### config.mk
export PLATFORM = sky130hd
export DESIGN_NAME = traffic_ctrl_multi
export DESIGN_NICKNAME = d
export VERILOG_FILES = /design/src/rtl/traffic_ctrl_multi.sv
export SDC_FILE = /design/constraint.sdc
export NUM_CORES = 1
export LEC_CHECK = 0
export ABC_AREA = 1
export CORE_ASPECT_RATIO = 0.8
export CORE_UTILIZATION = 56
export CTS_BUF_LIST = sky130_fd_sc_hd__clkbuf_4 sky130_fd_sc_hd__clkbuf_8
export CTS_CLUSTER_DIAMETER = 120
export DETAILED_ROUTE_END_ITERATION = 7
export PLACE_DENSITY = 0.83
export SLEW_MARGIN = 20
export SYNTH_ARGS = -nofsm -noshare
export SYNTH_HDL_FRONTEND = slang
export SYNTH_SLANG_ARGS = --single-unit
export TNS_END_PERCENT = 10
### constraint.sdc
create_clock -name clk -period 2.46 [get_ports clk]
set_clock_uncertainty 0.1 [all_clocks]
set_input_delay 0.369 -clock clk [delete_from_list [all_inputs] [get_ports clk]]
set_output_delay 0.369 -clock clk [all_outputs]
set_load 0.005 [all_outputs]
### src/rtl/traffic_ctrl_multi.sv
// N-approach traffic-light controller: on-chip interval timers, demand-driven
// round-robin green with rest-in-green, all-red clearance and flashing-yellow mode.
module traffic_ctrl_multi #(
    parameter int NUM_DIR  = 4,
    parameter int TW       = 8,
    parameter int GREEN_T  = 20,
    parameter int YELLOW_T = 3,
    parameter int ALLRED_T = 2,
    parameter int FLASH_T  = 10
) (
    input  logic                       clk,
    input  logic                       reset,
    input  logic                       start,
    input  logic                       flash,
    input  logic [NUM_DIR-1:0]         req,
    output logic [NUM_DIR-1:0]         red,
    output logic [NUM_DIR-1:0]         yellow,
    output logic [NUM_DIR-1:0]         green,
    output logic [$clog2(NUM_DIR)-1:0] active_dir,
    output logic                       busy
);
    localparam int DW = $clog2(NUM_DIR);
    localparam logic [TW-1:0] GREEN_LAST  = TW'(GREEN_T - 1);
    localparam logic [TW-1:0] YELLOW_LAST = TW'(YELLOW_T - 1);
    localparam logic [TW-1:0] ALLRED_LAST = TW'(ALLRED_T - 1);
    localparam logic [TW-1:0] FLASH_LAST  = TW'(FLASH_T - 1);

    typedef enum logic [2:0] {
        S_IDLE   = 3'd0,
        S_ALLRED = 3'd1,
        S_GREEN  = 3'd2,
        S_YELLOW = 3'd3,
        S_FLASH  = 3'd4
    } state_t;

    state_t               state_q, state_d;
    logic [TW-1:0]        timer_q, timer_d;
    logic [DW-1:0]        cur_q, cur_d;
    logic                 phase_q, phase_d;
    logic [NUM_DIR-1:0]   red_q, yellow_q, green_q;
    logic                 busy_q;
    logic [NUM_DIR-1:0]   own_s;
    logic                 others_waiting_s;

    // Round-robin pick: nearest requesting approach after cur, wrapping; cur+1 when nobody asks.
    function automatic logic [DW-1:0] next_dir(input logic [DW-1:0] cur,
                                               input logic [NUM_DIR-1:0] demand);
        logic [DW-1:0] pick;
        logic [DW-1:0] pos;
        int            idx;
        pick = (cur == DW'(NUM_DIR - 1)) ? DW'(0) : cur + DW'(1);
        for (int k = NUM_DIR; k >= 1; k--) begin
            idx  = int'(cur) + k;
            idx  = (idx >= NUM_DIR) ? idx - NUM_DIR : idx;
            pos  = DW'(idx);
            pick = demand[pos] ? pos : pick;
        end
        return pick;
    endfunction

    // Lamp/busy image of a state, packed as {busy, red, yellow, green}.
    function automatic logic [3*NUM_DIR:0] decode(input state_t st,
                                                  input logic [DW-1:0] cur,
                                                  input logic ph);
        logic [NUM_DIR-1:0] one_hot;
        logic [3*NUM_DIR:0] img;
        one_hot = NUM_DIR'(1) << cur;
        case (st)
            S_IDLE:   img = '0;
            S_ALLRED: img = {1'b1, {NUM_DIR{1'b1}}, {NUM_DIR{1'b0}}, {NUM_DIR{1'b0}}};
            S_GREEN:  img = {1'b1, ~one_hot, {NUM_DIR{1'b0}}, one_hot};
            S_YELLOW: img = {1'b1, ~one_hot, one_hot, {NUM_DIR{1'b0}}};
            S_FLASH:  img = {1'b1, {NUM_DIR{1'b0}}, {NUM_DIR{ph}}, {NUM_DIR{1'b0}}};
            default:  img = {1'b1, {NUM_DIR{1'b1}}, {NUM_DIR{1'b0}}, {NUM_DIR{1'b0}}};
        endcase
        return img;
    endfunction

    assign own_s            = NUM_DIR'(1) << cur_q;
    assign others_waiting_s = |(req & ~own_s);

    // Next-state logic; flash overrides every normal transition.
    always_comb begin
        state_d = state_q;
        timer_d = timer_q + TW'(1);
        cur_d   = cur_q;
        phase_d = phase_q;
        if (flash) begin
            if (state_q != S_FLASH) begin
                state_d = S_FLASH;
                timer_d = '0;
                phase_d = 1'b1;
            end else if (timer_q == FLASH_LAST) begin
                timer_d = '0;
                phase_d = ~phase_q;
            end else begin
                timer_d = timer_q + TW'(1);
            end
        end else begin
            case (state_q)
                S_IDLE: begin
                    if (start) begin
                        state_d = S_ALLRED;
                        timer_d = '0;
                    end else begin
                        state_d = S_IDLE;
                    end
                end
                S_ALLRED: begin
                    if (timer_q == ALLRED_LAST) begin
                        state_d = S_GREEN;
                        timer_d = '0;
                        cur_d   = next_dir(cur_q, req);
                    end else begin
                        state_d = S_ALLRED;
                    end
                end
                S_GREEN: begin
                    // Timer parks at the minimum-green mark so rest-in-green never wraps.
                    if (timer_q == GREEN_LAST) begin
                        timer_d = GREEN_LAST;
                        if (others_waiting_s) begin
                            state_d = S_YELLOW;
                            timer_d = '0;
                        end else begin
                            state_d = S_GREEN;
                        end
                    end else begin
                        state_d = S_GREEN;
                    end
                end
                S_YELLOW: begin
                    if (timer_q == YELLOW_LAST) begin
                        state_d = S_ALLRED;
                        timer_d = '0;
                    end else begin
                        state_d = S_YELLOW;
                    end
                end
                S_FLASH: begin
                    state_d = S_ALLRED;
                    timer_d = '0;
                end
                default: begin
                    state_d = S_ALLRED;
                    timer_d = '0;
                end
            endcase
        end
    end

    // State registers; lamp image is registered from the next state so outputs never see inputs.
    always_ff @(posedge clk) begin
        if (!reset) begin
            state_q  <= S_IDLE;
            timer_q  <= '0;
            cur_q    <= DW'(NUM_DIR - 1);
            phase_q  <= 1'b0;
            busy_q   <= 1'b0;
            red_q    <= '0;
            yellow_q <= '0;
            green_q  <= '0;
        end else begin
            state_q  <= state_d;
            timer_q  <= timer_d;
            cur_q    <= cur_d;
            phase_q  <= phase_d;
            {busy_q, red_q, yellow_q, green_q} <= decode(state_d, cur_d, phase_d);
        end
    end

    assign red        = red_q;
    assign yellow     = yellow_q;
    assign green      = green_q;
    assign busy       = busy_q;
    assign active_dir = cur_q;

endmodule

==> flow_metrics.py <==
metrics = {
    "outcome": {
        "status": "completed",
    },
    "critical_path": {
        "cpLargestDelayFamily": "simple AND/OR/NAND/NOR gates",
        "r2r_slack_ps": 250,
        "required_ps": 2620,
        "slowest_stage": "dfxtp_1",
        "crit_buf_inv": 4,
        "crit_chain": "inv_1, ha_1, inv_1, nand3_1, nand2_1, inv_1, nand2_1, nand2_1, nand2_1, nand2_1, nand2_1, nand2_2, inv_2, nand2_1, nand2_1, nand2_1",
        "crit_path_start_kind": "register",
        "cp_data_arrival_time_ps": 2370,
        "crit_type": "register to register",
        "slowest_delay_ps": 520,
        "endpoint_kind": "register",
        "crit_top_cell": "nand2_1",
        "path_max_fanout": 7,
    },
    "placed_design": {
        "finalWeightedCongestion": 0.824,
        "dp_cells": 271,
        "portBuffers": 22,
        "dpl.hpwl_um": 2360,
        "dpl_cell_area_um2": 1790,
    },
    "global_routing": {
        "grt_max_degree": 17,
        "antenna_found_initial": 0,
        "grt_pass1_wl_um": 5140,
        "grt_pass1_vias": 1182,
        "gr-total-overflow": 0,
        "grt_usage_pct": 22.8,
    },
    "synthesis": {
        "synthTopCellsByArea": "dfxtp_1, nand2_1, nand3_1, ha_1, inv_1",
        "synth.top_cell.area_share_pct": 35.1,
        "synthTopCellsByCount": "nand2_1, dfxtp_1, inv_1",
        "ys_types": 31,
        "async_flop_share_pct": 0,
        "ys_seq_area_share_pct": 35.1,
        "avgSynthCellArea_um2": 7.20,
        "synth_nets": 229,
        "synth_top_area_cell": "dfxtp_1",
        "synth_warnings": 0,
        "synth_edf_count": 0,
        "synthFlopType": "dfxtp_1",
        "netlist_area_um2": 1540,
        "ys_seq_elements": 27,
        "yosys.cell_count.top_type": "nand2_1",
        "synthCells": 214,
    },
    "routing": {
        "firstDrtPassIters": 4,
        "routed_wl_um": 3000,
        "wire_per_inst_um": 10.9,
        "drtAntennaViolNets": 0,
        "drtIter0Drc": 55,
        "vias": 1382,
        "via_per_inst": 5.03,
        "drc": 0,
    },
    "clock_network": {
        "cts_sinks": 27,
        "cts_setup_buffers": 0,
        "htree_levels": 1,
        "clk_pin_slew_worst_paths_ps": 150,
        "cts_buffers": 3,
        "cts_root_buf": "clkbuf_4",
        "holdBufCountCts": 0,
        "clock_path_buffers": 2,
        "cts_tree": "built",
        "ctsResizeCount": 0,
        "worstSkewPairLatency_ps": 340,
    },
    "finish": {
        "drive_above_1_share_pct": 16.3,
        "utilization_pct": 72.3,
        "layout.nets": 255,
        "area_growth_pct": 18.4,
        "diodes": 0,
        "finalNonFillerCells": 275,
        "stdcell_area_um2": 1820,
    },
    "die": {
        "dieArea_um2": 2970,
        "die_w_um": 60.6,
        "die_h_um": 48.9,
        "rows": 16,
        "initial_core_util_pct": 61.1,
        "coreArea_um2": 2520,
        "io-pin-count": 23,
    },
    "sta": {
        "worstMarginPinSlew_ps": 403,
        "fin_crit_sh_pct": 90.0,
        "hold_violations": 0,
        "setup_violations": 0,
        "fmax_mhz": 452,
        "fin_setup_tns_ps": 0,
        "relSlewSlack_pct": 72.9,
        "rsz0062_at_grt": "no",
        "fin_crit_ps": 2210,
        "timing.final.max_slew_violations": 0,
    },
    "power_and_ir_drop": {
        "max-vdd-ir-drop_mv": 0.278,
        "power_leakage_uw": 0.000809,
        "p_per_area_nw_per_um2": 423,
    },
    "job": {
        "drv_cap": 0,
    },
    "worst_hold_path": {
        "hold_class": "register to register",
    },
}
## sequential cells by signal, summed over array words and instances (netlist names)
signal,flops
yellow,4
active_dir,2
state_q,3
red,4
phase_q,1
timer_q,8
green,4
busy,1
## metal layers
metal  up-vias  share of wire [%]  track usage [%]
met2        42                 41             31.3
met1       605                 52             33.8
met3         5                5.7             6.10
met5         -                  0                0
li1        730                  -                -
met4         0                1.1             8.33
## through the flow
stage / hold slack (ps) / setup WS, ps / total power (uW)
after floorplan: 338 / 541 / 532
after global placement: 456 / 342 / 575
after detailed placement: 469 / 343 / 576
after CTS: 488 / 249 / 773
after global routing: 527 / 82.1 / 808
final: 485 / 245 / 772
## layout make-up
class | count | area [um^2]
multi-input combinational | 151 | 853
fill | 218 | 698
sequential | 27 | 541
timing repair buffer | 23 | 228
inverter | 34 | 128
tap | 36 | 45.0
clock buffer | 3 | 22.5
clock inverter | 1 | 7.51
## report_power, final
part | internal, uW | switching (uW) | leakage, uW
combinational | 50.2 | 60.2 | 0.000575
clock | 62.6 | 142 | 0.0000139
sequential | 451 | 6.38 | 0.000220
## placed cells by master, fill, tap and decap left out
| cell | Yosys | layout |
|---|---|---|
| nand2_2 | 8 | 8 |
| nor2_4 | 7 | 7 |
| nand2_4 | 1 | 1 |
| clkinv_1 | 1 | 1 |
| xnor2_1 | 3 | 3 |
| a21oi_4 | 1 | 1 |
| inv_2 | 11 | 11 |
| ha_1 | 7 | 7 |
| nor4_1 | 1 | 1 |
| nand3_1 | 19 | 19 |
| o21bai_1 | 1 | 1 |
| clkdlybuf4s50_1 | 0 | 22 |
| a21oi_1 | 6 | 6 |
| o22ai_1 | 2 | 2 |
| nor3b_1 | 1 | 1 |
| xor2_1 | 1 | 1 |
| nor3_1 | 3 | 3 |
| o21ai_0 | 1 | 1 |
| nand3_4 | 1 | 1 |
| a22oi_1 | 1 | 1 |
| nand2_1 | 52 | 52 |
| buf_4 | 1 | 1 |
| inv_1 | 22 | 22 |
| nor2_2 | 2 | 2 |
| clkbuf_4 | 0 | 3 |
| dfxtp_1 | 27 | 27 |
| clkinvlp_4 | 0 | 1 |
| nor2_1 | 19 | 19 |
| o21ai_1 | 5 | 5 |
| nor3_2 | 2 | 2 |
| nand4_1 | 3 | 3 |
| o21ai_2 | 1 | 1 |
| a31oi_1 | 3 | 3 |
## tightest hold or removal path: stages (launching register included)
cell	delay [ps]
dfxtp_1	360
a31oi_1	140
nor3b_1	60
## cell families (layout without fill, tap and decap cells)
family                   Yosys count  after routing  synth area share (%)
flip-flops                        27             27                  35.1
AND/OR/NAND/NOR                  119            119                  38.9
buffers and inverters             36             61                  9.50
AO/OA/AOI/OAI                     21             21                  8.53
XOR/XNOR                           4              4                  2.27
adder cells (fa/ha/maj)            7              7                  5.69
## path summary, 6_finish.rpt
path | from | endpoint | depth (start not counted)
max | active_dir[1]$_SDFF_PN1_ | red[2]$_SDFF_PN0_ | 16
max reg2reg | active_dir[1]$_SDFF_PN1_ | red[2]$_SDFF_PN0_ | 16
min | timer_q[5]$_SDFF_PN0_ | timer_q[5]$_SDFF_PN0_ | 2
min reg2reg | timer_q[5]$_SDFF_PN0_ | timer_q[5]$_SDFF_PN0_ | 2
No activity file was read; power rests on OpenSTA's default activity.
